### src/rtl/booth_mul_seq.sv
// booth_mul_seq: sequential signed Booth multiplier producing a 2*WIDTH-bit
// product as prod_hi/prod_lo. The default build retires one radix-2 Booth step
// per clock. Defining MUL_RADIX4_EN switches to radix-4 steps, which halves the
// number of RUN cycles.
//
// Ports:
//   clock        in   system clock, rising edge
//   clear        in   synchronous active-high reset; takes priority over start
//   start        in   request a multiply; only accepted in IDLE or DONE
//   multiplicand in   signed operand M; captured on the accepting edge
//   multiplier   in   signed operand Q; captured on the accepting edge
//   busy         out  high while the iteration is running
//   done         out  one-cycle completion pulse; product valid from here on
//   prod_hi      out  upper WIDTH bits of the product
//   prod_lo      out  lower WIDTH bits of the product
module booth_mul_seq #(
  parameter int unsigned WIDTH = 32
) (
  input  logic             clock,
  input  logic             clear,
  input  logic             start,
  input  logic [WIDTH-1:0] multiplicand,
  input  logic [WIDTH-1:0] multiplier,
  output logic             busy,
  output logic             done,
  output logic [WIDTH-1:0] prod_hi,
  output logic [WIDTH-1:0] prod_lo
);

`ifdef MUL_RADIX4_EN
  // The extra guard bits let the accumulator hold +/-2M.
  localparam int unsigned AW    = WIDTH + 2;
  localparam int unsigned STEPS = WIDTH / 2;
  localparam int unsigned SH    = 2;
`else
  // The extra guard bit lets -M be represented when M = -2^(WIDTH-1).
  localparam int unsigned AW    = WIDTH + 1;
  localparam int unsigned STEPS = WIDTH;
  localparam int unsigned SH    = 1;
`endif
  localparam int unsigned CW = $clog2(WIDTH + 1);
  localparam int unsigned PW = AW + WIDTH;

  typedef enum logic [1:0] {
    IDLE = 2'd0,
    RUN  = 2'd1,
    DONE = 2'd2
  } state_e;

  state_e             state_q, state_d;
  logic [AW-1:0]      a_q, a_d;
  logic [AW-1:0]      m_q, m_d;
  logic [WIDTH-1:0]   q_q, q_d;
  logic               q1_q, q1_d;
  logic [CW-1:0]      cnt_q, cnt_d;
  logic               busy_q, busy_d;
  logic               done_q, done_d;
  logic [WIDTH-1:0]   hi_q, hi_d;
  logic [WIDTH-1:0]   lo_q, lo_d;

  logic [AW-1:0]      a_sum;
  logic signed [PW-1:0] pair_shift;
  logic [AW-1:0]      a_next;
  logic [WIDTH-1:0]   q_next;
  logic               q1_next;

  // One Booth step: recode the low multiplier bits, add the selected multiple
  // of M, then arithmetic-shift the {A,Q,q_1} pair right.
  always_comb begin
    a_sum = a_q;
`ifdef MUL_RADIX4_EN
    case ({q_q[1:0], q1_q})
      3'b001, 3'b010: a_sum = a_q + m_q;
      3'b011:         a_sum = a_q + (m_q << 1);
      3'b100:         a_sum = a_q - (m_q << 1);
      3'b101, 3'b110: a_sum = a_q - m_q;
      default:        a_sum = a_q;
    endcase
`else
    case ({q_q[0], q1_q})
      2'b01:   a_sum = a_q + m_q;
      2'b10:   a_sum = a_q - m_q;
      default: a_sum = a_q;
    endcase
`endif
    pair_shift = $signed({a_sum, q_q}) >>> SH;
    a_next     = pair_shift[PW-1:WIDTH];
    q_next     = pair_shift[WIDTH-1:0];
    q1_next    = q_q[SH-1];
  end

  // Next-state and output logic.
  always_comb begin
    state_d = state_q;
    a_d     = a_q;
    m_d     = m_q;
    q_d     = q_q;
    q1_d    = q1_q;
    cnt_d   = cnt_q;
    hi_d    = hi_q;
    lo_d    = lo_q;

    case (state_q)
      IDLE, DONE: begin
        state_d = IDLE;
        if (start) begin
          m_d     = {{(AW-WIDTH){multiplicand[WIDTH-1]}}, multiplicand};
          q_d     = multiplier;
          a_d     = '0;
          q1_d    = 1'b0;
          cnt_d   = CW'(STEPS);
          state_d = RUN;
        end
      end
      RUN: begin
        a_d   = a_next;
        q_d   = q_next;
        q1_d  = q1_next;
        cnt_d = cnt_q - CW'(1);
        // Last step: publish the product only once it is complete.
        if (cnt_q == CW'(1)) begin
          hi_d    = a_next[WIDTH-1:0];
          lo_d    = q_next;
          state_d = DONE;
        end
      end
      default: state_d = IDLE;
    endcase

    busy_d = (state_d == RUN);
    done_d = (state_d == DONE);
  end

  // State and datapath registers.
  always_ff @(posedge clock) begin
    if (clear) begin
      state_q <= IDLE;
      a_q     <= '0;
      m_q     <= '0;
      q_q     <= '0;
      q1_q    <= 1'b0;
      cnt_q   <= '0;
      busy_q  <= 1'b0;
      done_q  <= 1'b0;
      hi_q    <= '0;
      lo_q    <= '0;
    end else begin
      state_q <= state_d;
      a_q     <= a_d;
      m_q     <= m_d;
      q_q     <= q_d;
      q1_q    <= q1_d;
      cnt_q   <= cnt_d;
      busy_q  <= busy_d;
      done_q  <= done_d;
      hi_q    <= hi_d;
      lo_q    <= lo_d;
    end
  end

  assign busy    = busy_q;
  assign done    = done_q;
  assign prod_hi = hi_q;
  assign prod_lo = lo_q;

endmodule
### config.mk
export PLATFORM = sky130hd
export DESIGN_NAME = booth_mul_seq
export DESIGN_NICKNAME = d
export VERILOG_FILES = /design/src/rtl/booth_mul_seq.sv
export SDC_FILE = /design/constraint.sdc
export NUM_CORES = 1
export LEC_CHECK = 0
export ABC_CLOCK_PERIOD_IN_PS = 4900
export CAP_MARGIN = 20
export CELL_PAD_IN_SITES_DETAIL_PLACEMENT = 1
export CELL_PAD_IN_SITES_GLOBAL_PLACEMENT = 1
export CORE_UTILIZATION = 40
export CTS_CLUSTER_DIAMETER = 40
export DETAILED_ROUTE_END_ITERATION = 16
export HOLD_SLACK_MARGIN = 0.02
export PLACE_DENSITY = 0.8
export RECOVER_POWER = 100
export SETUP_SLACK_MARGIN = 0.05
export SLEW_MARGIN = 40
export SYNTH_ARGS = -nofsm -noshare
export SYNTH_HDL_FRONTEND = slang
export SYNTH_SLANG_ARGS = --single-unit
### constraint.sdc
create_clock -name clock -period 4.9 [get_ports clock]
set_input_delay 1.225 -clock clock [delete_from_list [all_inputs] [get_ports clock]]
set_output_delay 1.225 -clock clock [all_outputs]
set_load 0.01 [all_outputs]
---- Word-level counts from Yosys, hierarchy flattened ----
Index checks and enable logic that the tools add are counted.
storage, ports and cells
  register bits ........................... 172
  word-level logic and storage cells ...... 39
operators by class
  add/sub/neg operators ................... 3
  equal/unequal tests ..................... 8
  muxes and demuxes ....................... 12
  reductions and logical operators ........ 6
operator list
  cell                                                                   count
  33-bit case mux with 2 select lines                                    2
  32-bit case mux with 2 select lines                                    1
  33-bit adder                                                           1
  33-bit two-way mux                                                     1
  33-bit subtractor                                                      1
  32-bit two-way mux                                                     1
  6-bit case mux with 2 select lines                                     1
  2-bit by 1-bit equality test with 1-bit output, second input constant  3
  2-bit equality test, second input constant                             3
  6-bit by 1-bit equality test with 1-bit output, second input constant  1
  6-bit two-way mux                                                      1
  2-bit AND reduction                                                    3
  6-bit by 1-bit subtractor with 6-bit output, second input constant     1
  2-bit case mux with 2 select lines                                     1
  2-bit zero test                                                        1
  1-bit two-way mux                                                      2
  2-bit two-way mux                                                      1
  2-bit != test, second input constant                                   1
  1-bit case mux with 2 select lines                                     1
  2-bit nonzero test                                                     1
  2-bit OR reduction                                                     1

---- Depth between registers and ports, before layout ----
Gate-level depths: netlist (run 1).
  word-level depth ........................ 4
  depth in mapped cells ................... 19
  gate-level depth less buffers ........... 18

---- Worst setup path after synthesis (run 1) ----
OpenSTA, ideal clock, no wires.
  kind .................................... register to register
  from .................................... register m_q[2]
  to ...................................... register hi_q[29] (netlist: prod_hi[29])
  data arrival time ....................... 3922 ps
  setup slack ............................. 887 ps
  stages on the path, launching flop included .. 19
  path buffers ............................ 1
  cell sequence ........................... dfxtp_1 nor4_4 nand2b_1 nor4_1 nand2_1 nor3_1 a21oi_1 xnor2_1 ha_1 clkbuf_1 a21o_1 a21o_1 a21oi_1 o211ai_1 a21o_1 a221oi_1 xnor2_1 nand2b_1 a311oi_1
on the way
  word-level cells in the longest chain between the ends .. 2
  elaborated cells on any way between the ends .. 3
  those cells by class .................... 2 x add/sub; 1 x mux
ends and longest elaborated chain
  element                                            line    source
  from (decl)                                        52      logic [AW-1:0] m_q, m_d;
  from (signal assigned)                             150     m_q <= m_d;
  33-bit subtractor or 33-bit adder (tied branches)  82, 81
  33-bit case mux with 2 select lines (*)            80      case ({q_q[0], q1_q})
  to (signal assigned)                               156     hi_q <= hi_d;
  to (decl)                                          58      logic [WIDTH-1:0] hi_q, hi_d;
Mark *: on every way between the ends. The rest lies on a longest branch, timed or not.
A chain may end at the register's enable or synchronous reset.

---- Final worst setup path (run 1) ----
  from .................................... register state_q[0]
  to ...................................... register lo_q[0] (netlist: prod_lo[0])
on the way
  word-level cells in the longest chain between the ends .. 2
ends and longest elaborated chain
  element                                         line  source
  from (decl)                                     50    state_e state_q, state_d;
  from (signal assigned)                          148   state_q <= state_d;
  2-bit by 1-bit equality test with 1-bit output  103   case (state_q)
  2-bit AND reduction (no line)                   --
  to (signal assigned)                            157   lo_q <= lo_d;
  to (decl)                                       59    logic [WIDTH-1:0] lo_q, lo_d;
No other way between the ends.

==> results.ini, run 1 <==
[synthesis]
yosysUniqueCellTypes=59
synthFlopType=dfxtp_1
post_synth.cell_area_avg_um2=7.71
synthSimpleGateAreaFrac=0.219
synthAdderAreaFrac=0.0528
syn_area_um2=8900
async_reset_ff_frac=0
synthXorXnorAreaFrac=0.0580
synth_top_family_by_area=compound AO/OA/AOI/OAI gates
ys_ff_latch=171
ys_warn_count=0
seq_area_frac_synth=0.385
synthMuxAreaShare=0.0126
synth_compound_area_frac=0.233
synth_edf_count=0
syn_nets=1259
syn_inst=1155

[floorplanning]
dieArea_um2=22900
core-area_um2=21800
initial_core_util=0.408
std_cell_rows=54
die_y_um=151
boundaryPins=133
die_x_um=151

[placement]
dp_hpwl_um=19400
dp.cells=1506
dpl_cell_area_um2=10500
place.gp.congestion=0.930
port_buffers=132

[final_layout]
synthToLayoutAreaGrowth_pct=23.9
mostFrequentLayoutCell=nand2_1
final_cells=1539
drive_above_1_share=0.0477
nets=1350
final_area_um2=11000
layout_common_cells=nand2_1, a21oi_1, dfxtp_1
antenna_cells=0

[global_route]
gr-usage-met1=0.295
use_met2=0.445
grt_antenna_before_repair=0
grt_max_degree=75
grt_pass1_wl_um=43800
grt.overflow.total=0
met3_usage=0.0398
grtUsageTotal=0.245
grt_pass1_vias=8532
busiest_layer=met2

[cts]
cts_tree=yes
ctsHtreeMaxLevel=4
clockBufferDepth=2
cts.sinks=171
numCtsBuffers=17
clk_pin_slew_ns=0.07
postCtsHoldBufs=0
ctsRootBufferMaster=clkbuf_16
insertion_delay_ns=0.44
post_cts_buffers=0

[critical_path]
required_ns=5.23
path_class=register to register
arrival_ns=4.77
start_kind=register
critPathSlowestCell=nor2b_1
critical_path.top_delay_family=simple AND/OR/NAND/NOR gates
path_cells=nor2b_1, clkbuf_1, nand3_1, clkbuf_2, nand2_1, a21oi_1
cp-end-kind=register
crit_buf_inv=2
crit_fanout=32
crit_path_max_incr_delay_ns=1.18

[sta]
finalMaxSlewViolations=67
fin_hold_ws_ns=0.455
rsz0062_at_grt=false
timing.setup.tns_ns=0
timing.final.crit_share=0.907
min_period_ns=4.45
tightest_slew_ns=2.47
skew_ns=0.0104
final-hold-violation-count=0
slew_headroom=-0.646
fmax_ghz=0.225
setup_viol=0

[route]
num_vias=8530
antenna_left=0
drt_iter0_markers=369
via_per_inst=5.54
routed_wl_um=27400
wl_per_cell_um=17.8
drc=0
dr.pass1.iters=4

[pwr]
ir_drop_mv=0.187
powerDensity_nw_per_um2=337
p_total_uw=3720
p_leak_uw=0.00424

[outcome]
outcome=finished, violations left
violations=capacitance limit, slew limit

[run]
cap_violations=2

[hold_path]
hold_path_class=register to register

-- final timing paths --
| path | from | to | slack [ns] | cells past startpoint |
|---|---|---|---|---|
| min | prod_lo[3] | prod_lo[3] | 0.45 | 2 |
| min reg2reg | prod_lo[3] | prod_lo[3] | 0.45 | 2 |
| max reg2reg | state_q[0] | prod_lo[0] | 0.45 | 6 |
| max | state_q[0] | prod_lo[0] | 0.45 | 6 |
-- metal layers --
| layer | share of wire | vias up | routed length, um |
|---|---|---|---|
| met1 | 0.44 | 4193 | 12100 |
| met5 | 0 | - | 0 |
| met4 | 0.013 | 0 | 346 |
| li1 | - | 4218 | - |
| met2 | 0.52 | 93 | 14300 |
| met3 | 0.022 | 26 | 606 |
-- power breakdown --
group          internal, uW  leakage [uW]  switching [uW]  total (uW)
Clock                   692      0.000281             663        1360
Sequential             1450       0.00139            62.9        1510
Combinational           343       0.00256             508         851
-- flip-flops by register name (all words and copies together) (netlist names) --
signal,flops
done,1
state_q,2
prod_lo,32
busy,1
m_q,32
prod_hi,32
q1_q,1
a_q,32
q_q,32
cnt_q,6
-- per-stage QoR --
stage	utilization	setup WS (ns)
global route	0.505	0.0811
global placement	0.479	0.501
finish	0.505	0.455
floorplan	-	0.887
detailed placement	0.481	0.441
CTS	0.507	0.412
-- synthesized netlist by cell type, drive strengths merged (8+ instances only) --
cell,n,area [um^2]
nand2,218,818
a21oi,178,891
dfxtp,171,3420
nor2,112,423
clkbuf,69,259
a22oi,47,353
xnor2,43,377
ha,36,450
o21ai,30,150
nor3,29,145
a211oi,20,150
inv,19,71.3
nand2b,18,113
a21o,17,128
xor2,16,140
nand3,15,75.1
a31oi,9,56.3
mux2i,9,90.1
nor4,9,98.8
nor2b,8,50.1
-- layout make-up --
class | count | area, um^2
inverter | 19 | 71.3
clock buffer | 18 | 439
fill | 2655 | 10800
sequential | 171 | 3420
tap | 280 | 350
timing repair buffer | 148 | 1470
multi-input combinational | 889 | 5130
clock inverter | 14 | 145
-- worst reg2reg max path, delay by kind of cell (launching register included) --
kind                   cells  cell delay [ns]
and+or+nand+nor            3             2.41
AOI/OAI and AO/OA          1             0.08
buffers and inverters      2             1.47
DFF                        1             0.38
-- cells by family (layout without fill, tap and decap cells) --
kind of cell               count (synthesis)  count (layout)
adders and majority gates                 37              37
AOI/OAI and AO/OA                        342             342
DFF                                      171             171
xor gates and xnor gates                  59              59
buffers and inverters                     95             199
muxes                                     11              11
and+or+nand+nor                          440             440
-- what timing repair did --
item / in CTS / in global routing
endpoints found under the hold margin: 0 / 0
setup endpoints to repair: 0 / 1
gates resized for setup: 0 / 1
Power figures use the tool's default switching activity.
==> inputs of run 2 (changes only) <==
--- a/config.mk
+++ b/config.mk
@@ -14,7 +14,7 @@
 export DETAILED_ROUTE_END_ITERATION = 16
 export HOLD_SLACK_MARGIN = 0.02
 export PLACE_DENSITY = 0.8
-export RECOVER_POWER = 100
+export RECOVER_POWER = 25
 export SETUP_SLACK_MARGIN = 0.05
 export SLEW_MARGIN = 40
 export SYNTH_ARGS = -nofsm -noshare
==> constraint.sdc (replaced) <==
create_clock -name clock -period 4.9 [get_ports clock]
set_input_delay 1.225 -clock clock [delete_from_list [all_inputs] [get_ports clock]]
set_output_delay 1.225 -clock clock [all_outputs]
set_load 0.005 [all_outputs]
==> run 2 against run 1 <==
- the run still ends with capacitance limit, slew limit left
- cell count is the same
- sequential share of layout area is essentially flat
- first-iteration DRC count is the same
- flip-flop and latch count is the same
- routed wire length is essentially flat
- clock power is essentially flat
- combinational power is essentially flat
- non-clock buffer count is the same
- critical path depth is the same
- sequential power is essentially flat
- worst hold slack is essentially flat
- count of clock-buffer cells in the layout is the same
- highest routed layer unchanged
==> results.ini, run 2 (synthesized netlist as in run 1, its figures left out) <==
[pwr]
pwr-share-seq=0.407  ; about the same
power.switching_uw=1230  ; about the same
comb_power_share=0.229  ; about the same
p_sw_frac=0.331  ; was 0.332
p_total_uw=3720  ; about the same
intPower_uw=2490  ; about the same
clockPowerShare=0.364  ; about the same
p_leak_uw=0.00413  ; was 0.00424 uW
powerDensity_nw_per_um2=337  ; about the same
ir_drop_mv=0.188  ; was 0.187 mV

[global_route]
busiest_layer=met2  ; unchanged
use_met2=0.445  ; unchanged
grtUsageTotal=0.245  ; unchanged
met3_usage=0.0398  ; unchanged
grt_antenna_before_repair=0  ; unchanged
gr-usage-met1=0.295  ; unchanged
grt_pass1_wl_um=43800  ; unchanged
grt.overflow.total=0  ; unchanged
grt_pass1_vias=8532  ; unchanged
grt_max_degree=75  ; unchanged

[cts]
cts_tree=yes  ; unchanged
numCtsBuffers=17  ; unchanged
clockBufferDepth=2  ; unchanged
insertion_delay_ns=0.44  ; about the same
cts.sinks=171  ; unchanged
ctsHtreeMaxLevel=4  ; unchanged
clk_pin_slew_ns=0.07  ; about the same
ctsRootBufferMaster=clkbuf_16  ; unchanged

[sta]
timing.setup.tns_ns=0  ; unchanged
min_period_ns=4.43  ; was 4.45 ns
fin_hold_ws_ns=0.455  ; about the same
finalMaxSlewViolations=67  ; unchanged
slew_headroom=-0.616  ; was -0.646
skew_ns=0.0106  ; was 0.0104 ns
fmax_ghz=0.226  ; was 0.225 GHz
rsz0062_at_grt=false  ; unchanged
final-hold-violation-count=0  ; unchanged
timing.final.crit_share=0.905  ; was 0.907
setup_viol=0  ; unchanged
tightest_slew_ns=2.42  ; was 2.47 ns

[route]
wl_per_cell_um=17.8  ; about the same
routed_wl_um=27300  ; was 27,400 um
via_per_inst=5.54  ; about the same
dr.pass1.iters=5  ; was 4
num_vias=8520  ; was 8,530
drc=0  ; unchanged
antenna_left=0  ; unchanged
drt_iter0_markers=369  ; unchanged

[final_layout]
layout_common_cells=nand2_1, a21oi_1, dfxtp_1  ; unchanged
final_cells=1539  ; unchanged
mostFrequentLayoutCell=nand2_1  ; unchanged
drive_above_1_share=0.0500  ; was 0.0477
synthToLayoutAreaGrowth_pct=24.0  ; was 23.9%
antenna_cells=0  ; unchanged
nets=1350  ; unchanged
fillCellCount=2654  ; was 2,655

[critical_path]
crit_fanout=32  ; unchanged
start_kind=register  ; unchanged
path_class=register to register  ; unchanged
cp-end-kind=register  ; unchanged
arrival_ns=4.76  ; was 4.77 ns
required_ns=5.22  ; was 5.23 ns

[run]
cap_violations=2  ; unchanged

[floorplanning]
die_x_um=151  ; unchanged
boundaryPins=133  ; unchanged
core-area_um2=21800  ; unchanged
std_cell_rows=54  ; unchanged
die_y_um=151  ; unchanged
dieArea_um2=22900  ; unchanged
initial_core_util=0.408  ; unchanged

[outcome]
outcome=finished, violations left  ; unchanged
violations=capacitance limit, slew limit  ; unchanged

[placement]
port_buffers=132  ; unchanged
dp_hpwl_um=19400  ; unchanged
place.gp.congestion=0.930  ; unchanged
dp.cells=1506  ; unchanged

[hold_path]
hold_path_class=register to register  ; unchanged

run 2: layout make-up:
cell class              instances  area (um^2)  share of cell area
inverters                      19         71.3             0.00646
flip-flops and latches        171         3420               0.310
well taps                     280          350              0.0317
clock inverters                14          145              0.0131
multi-input cells             889         5140               0.466
repair buffers                148         1470               0.133
clock buffers                  18          439              0.0398
run 2: power groups by stage:
| stage | combinational, uW | sequential (uW) | clock, uW |
|---|---|---|---|
| 6_report | 852 | 1510 | 1350 |
| 5_1_grt | 946 | 1520 | 1440 |
| 4_1_cts | 864 | 1510 | 1380 |
| 3_5_place_dp | 856 | 1550 | 0 |
| 3_3_place_gp | 834 | 1540 | 0 |
| 2_1_floorplan | 597 | 1530 | 0 |
run 2: final timing paths:
path                   start         end  slack [ns]  depth (start not counted)
setup / recovery  state_q[0]  prod_lo[0]        0.47                          6
hold / removal    prod_lo[3]  prod_lo[3]        0.45                          2
setup reg to reg  state_q[0]  prod_lo[0]        0.47                          6
hold reg to reg   prod_lo[3]  prod_lo[3]        0.45                          2
run 2: repair_timing:
item,4_1_cts,5_1_grt
gates resized for setup,0,1
setup buffers,0,0
endpoints found under the setup margin,0,1
hold buffers,0,0
run 2: metrics by stage:
| step | cell area (um^2) | util | setup WS, ns |
|---|---|---|---|
| final | 11000 | 0.506 | 0.466 |
| after global placement | 10400 | 0.479 | 0.501 |
| after CTS | 11100 | 0.507 | 0.412 |
| after floorplan | 8900 | - | 0.887 |
| after detailed placement | 10500 | 0.481 | 0.441 |
| after global routing | 11000 | 0.506 | 0.106 |
run 2: layer usage:
layer	up-vias	part of all wire
li1	4224	-
met1	4157	0.44
met2	109	0.52
met3	30	0.027
met4	0	0.017
met5	-	0
run 2: critical path, cell delays in order, from the launching register on:
cell and delay [ns]:
dfxtp_1 0.38, nor2b_1 1.18, clkbuf_1 0.76, nand3_1 1.00, clkbuf_2 0.71, nand2_1 0.22, a21oi_1 0.08
